<file path="config.mk">
export PLATFORM = sky130hd
export DESIGN_NAME = seg_disp_ctrl
export DESIGN_NICKNAME = d
export VERILOG_FILES = /design/src/rtl/seg_disp_ctrl.sv
export SDC_FILE = /design/constraint.sdc
export NUM_CORES = 1
export LEC_CHECK = 0
export ABC_AREA = 1
export CAP_MARGIN = 30
export CORE_AREA = 4 4 119 87
export DETAILED_ROUTE_END_ITERATION = 10
export DIE_AREA = 0 0 123 91
export PLACE_DENSITY_LB_ADDON = 0.25
export SETUP_SLACK_MARGIN = 0.02
export SKIP_LAST_GASP = 1
export SLEW_MARGIN = 40
export SYNTH_ARGS = -nofsm -noshare
export SYNTH_HDL_FRONTEND = slang
export SYNTH_SLANG_ARGS = --single-unit
</file>
<file path="constraint.sdc">
create_clock -name clk -period 4.5 [get_ports clk]
set_input_delay 0.9 -clock clk [delete_from_list [all_inputs] [get_ports clk]]
set_output_delay 0.9 -clock clk [all_outputs]
set_load 0.03 [all_outputs]
</file>
<file path="src/rtl/seg_disp_ctrl.sv">
// Six-digit seven-segment display register block: round-robin arbitration of two
// writers onto the value/control registers, plus a blink timer gating the enable.
module seg_disp_ctrl #(
  parameter int BLINK_DIV = 12_500_000,
  parameter int CNT_W     = 24
) (
  input  logic       clk,
  input  logic       rst,
  input  logic       r0_valid,
  output logic       r0_ready,
  input  logic [1:0] r0_addr,
  input  logic [7:0] r0_data,
  input  logic       r1_valid,
  output logic       r1_ready,
  input  logic [1:0] r1_addr,
  input  logic [7:0] r1_data,
  output logic [7:0] segs_input0_1,
  output logic [7:0] segs_input2_3,
  output logic [7:0] segs_input4_5,
  output logic       segs_enable,
  output logic       blink_phase
);

  localparam logic [CNT_W-1:0] CNT_MAX = CNT_W'(BLINK_DIV - 1);

  logic             last_grant;
  logic             disp_on;
  logic             blink_en;
  logic [CNT_W-1:0] counter;

  logic             wr_en;
  logic [1:0]       wr_addr;
  logic [7:0]       wr_data;
  logic             ctrl_wr;
  logic             blink_en_next;
  logic             blink_rise;

  // Under contention the requester that did not win last time gets the grant.
  always_comb begin
    r0_ready = 1'b0;
    r1_ready = 1'b0;
    if (!rst) begin
      if (r0_valid && (!r1_valid || last_grant)) begin
        r0_ready = 1'b1;
      end else if (r1_valid) begin
        r1_ready = 1'b1;
      end
    end
  end

  always_comb begin
    wr_en   = r0_ready | r1_ready;
    wr_addr = r1_ready ? r1_addr : r0_addr;
    wr_data = r1_ready ? r1_data : r0_data;
  end

  always_comb begin
    ctrl_wr       = wr_en && (wr_addr == 2'd3);
    blink_en_next = ctrl_wr ? wr_data[1] : blink_en;
    blink_rise    = !blink_en && blink_en_next;
  end

  always_ff @(posedge clk) begin
    if (rst) begin
      last_grant    <= 1'b1;
      disp_on       <= 1'b1;
      blink_en      <= 1'b0;
      segs_input0_1 <= 8'h00;
      segs_input2_3 <= 8'h00;
      segs_input4_5 <= 8'h00;
    end else if (wr_en) begin
      last_grant <= r1_ready;
      case (wr_addr)
        2'd0: segs_input0_1 <= wr_data;
        2'd1: segs_input2_3 <= wr_data;
        2'd2: segs_input4_5 <= wr_data;
        default: begin
          disp_on  <= wr_data[0];
          blink_en <= wr_data[1];
        end
      endcase
    end
  end

  // The control write decides blink_en first; a wrap only counts if blink stays on.
  always_ff @(posedge clk) begin
    if (rst) begin
      counter     <= '0;
      blink_phase <= 1'b1;
    end else if (blink_rise || !blink_en_next) begin
      counter     <= '0;
      blink_phase <= 1'b1;
    end else if (counter == CNT_MAX) begin
      counter     <= '0;
      blink_phase <= ~blink_phase;
    end else begin
      counter     <= counter + 1'b1;
    end
  end

  assign segs_enable = disp_on & (~blink_en | blink_phase);

endmodule
</file>
==> metrics.cfg <==
[critical_path]
cp_max_fo = 14
worst_path_dominant_cell_family = buffers and inverters
slowest_stage = clkdlybuf4s50_1
max_stage_delay_ps = 690
critPathBufInv = 4
start_kind = input port
critical_path_required_ps = 3600
cp_cell_sequence = clkdlybuf4s50_1 > inv_6 > nand3_4 > inv_2 > clkdlybuf4s50_1
endpoint_kind = output pin
critical_path_class = input port to output pin
cp_common_cell = clkdlybuf4s50_1
cp_data_arrival_time_ps = 2600

[logic_synthesis]
synth_cells = 376
yosysUniqueCellTypes = 32
synth_warnings = 0
synth_area_mm2 = 0.00272
syn_avg_cell_area_um2 = 7.23
synth.ff_latch_count = 52
syn-num-nets = 401
yosysSeqAreaShare_pct = 38.3

[cts]
clock_latency_ps = 300
cts_root_buf = clkbuf_16
htreeDepth = 2
clk_pin_slew_worst_paths_ps = 80
post-cts-setup-buffers = 0
cts_tree = yes
numCtsBuffers = 5
cts_sinks = 52
cts_hold_buf = 0
cts_buffer_depth = 2
cts_resized = 0

[cells_and_area]
layout_common_cells = nand2_1, dfxtp_1, clkdlybuf4s50_1
final_core_util_pct = 38.1
diodes = 0
syn2layout_area_growth_pct = 26.5
fin_nets = 448
layout-drive-gt1-share_pct = 11.8
finalInstanceArea_mm2 = 0.00344
layout_commonest_cell = nand2_1

[grt]
grt_pass1_wl_um = 11100
grt_max_degree = 26
gr-usage-all-layers_pct = 12.4
grt_pass1_vias = 2250
antenna_found_initial = 0
overflow = 0

[power_and_ir_drop]
p_seq_share_pct = 46.9
p_int_uw = 733
vdd_drop_max_mv = 0.119
clkPwrFrac_pct = 39.7
power.share.switching_pct = 27.8
power_density_mw_per_mm2 = 295
leakage_uw = 0.00121
switchingPower_uw = 282
p_comb_share_pct = 13.5

[placement]
placed_area_mm2 = 0.00329
pre_cts_ws_ps = 987
gp_congestion = 0.805
portBuffers = 51
dp_hpwl_um = 5170

[floorplanning]
die-area_mm2 = 0.0112
num_rows = 29
start_util_pct = 30.1
die_h_um = 91
coreArea_mm2 = 0.00903
die_x_um = 123
boundaryPins = 52

[sta]
fmax_mhz = 286
slew_viol_final = 0
slew_headroom_pct = 63.1
skew_ps = 8.25
setup_violations = 0
hold_viol = 0
worst_slew_pin_slew_ps = 552
finalSetupTns_ps = 0
rsz0062_at_grt = false
setup_slack_ps = 1000
fin_crit_ps = 3500
finalCritPeriodShare_pct = 77.8

[route]
route.detailed.wl_per_inst_um = 12.2
drc = 0
ant_nets = 0
vias = 2398
viasPerCell = 4.38
wirelength_um = 6700
top_layer = met4
firstDrtPassIters = 4
dr.first_iter.drc_count = 117
met3_length_um = 299
wirelength_met1_um = 3640
wl_met2_um = 2680

[hold_path]
min_path_type = flip-flop to flip-flop

[run_status]
status = completed

[run]
drv_cap = 0

## tightest hold or removal path: cells and delay by family (launching register included)
kind             cells  cell delay, ps
and+or+nand+nor      2             110
DFF                  1             330
## final timing paths
check,from,end,slack (ps),cells after the start
setup / recovery,rst,r1_ready,1000,5
hold / removal,disp_on,disp_on,470,2
setup reg to reg,counter[0],counter[18],2580,10
hold reg to reg,disp_on,disp_on,470,2
## Yosys cell counts (all sizes together)
cell type / instances / area (um2)
nand2: 107 / 429
nor2: 56 / 270
dfxtp: 52 / 1040
inv: 45 / 176
nand3: 26 / 163
a21oi: 25 / 125
nand4: 20 / 155
buf: 10 / 96.4
xor2: 9 / 78.8
xnor2: 8 / 70.1
nor3: 4 / 20.0
nand3b: 3 / 22.5
o21ai: 3 / 15.0
clkbuf: 2 / 7.51
a21boi: 1 / 7.51
and2: 1 / 6.26
ha: 1 / 12.5
nor2b: 1 / 6.26
o211ai: 1 / 7.51
o21bai: 1 / 7.51
## state kept, by name, indices dropped and copies added (netlist names)
signal         flops
segs_input0_1      8
counter           24
segs_input4_5      8
last_grant         1
blink_en           1
disp_on            1
blink_phase        1
segs_input2_3      8
## layout make-up
| class | count | area [um2] |
|---|---|---|
| inverter | 45 | 176 |
| clock buffer | 5 | 125 |
| fill | 957 | 5600 |
| timing repair buffer | 52 | 518 |
| sequential | 52 | 1040 |
| multi-input combinational | 267 | 1400 |
| clock inverter | 3 | 26.3 |
| tap | 124 | 155 |
## metrics by stage
stage / total power (uW) / hold WS [ps] / instances
floorplan: 575 / 422 / 376
global placement: 622 / 444 / 540
detailed placement: 624 / 444 / 540
CTS: 1030 / 468 / 548
global route: 1060 / 485 / 548
finish: 1020 / 465 / 548
## per-layer routing
metal  up-vias  GRT usage (%)
li1       1283              -
met4         0           4.33
met1      1068           18.9
met5         -              0
met2        40           17.1
met3         7           2.61
## logic make-up (layout without fill, tap and decap cells)
family,Yosys count,in the layout,synth area share (%)
and+or+nand+nor,218,218,39.5
AOI/OAI and AO/OA,31,31,5.99
DFF,52,52,38.3
xor gates and xnor gates,17,17,5.48
adders and majority gates,1,1,0.460
buffers and inverters,57,105,10.3
## power by group through the flow
stage | combinational [uW] | sequential [uW] | clock, uW
after floorplan | 72.5 | 502 | 0
after global placement | 136 | 487 | 0
after detailed placement | 137 | 487 | 0
after CTS | 137 | 476 | 415
after global routing | 148 | 478 | 434
final | 137 | 476 | 403
Power figures use the tool's default switching activity.
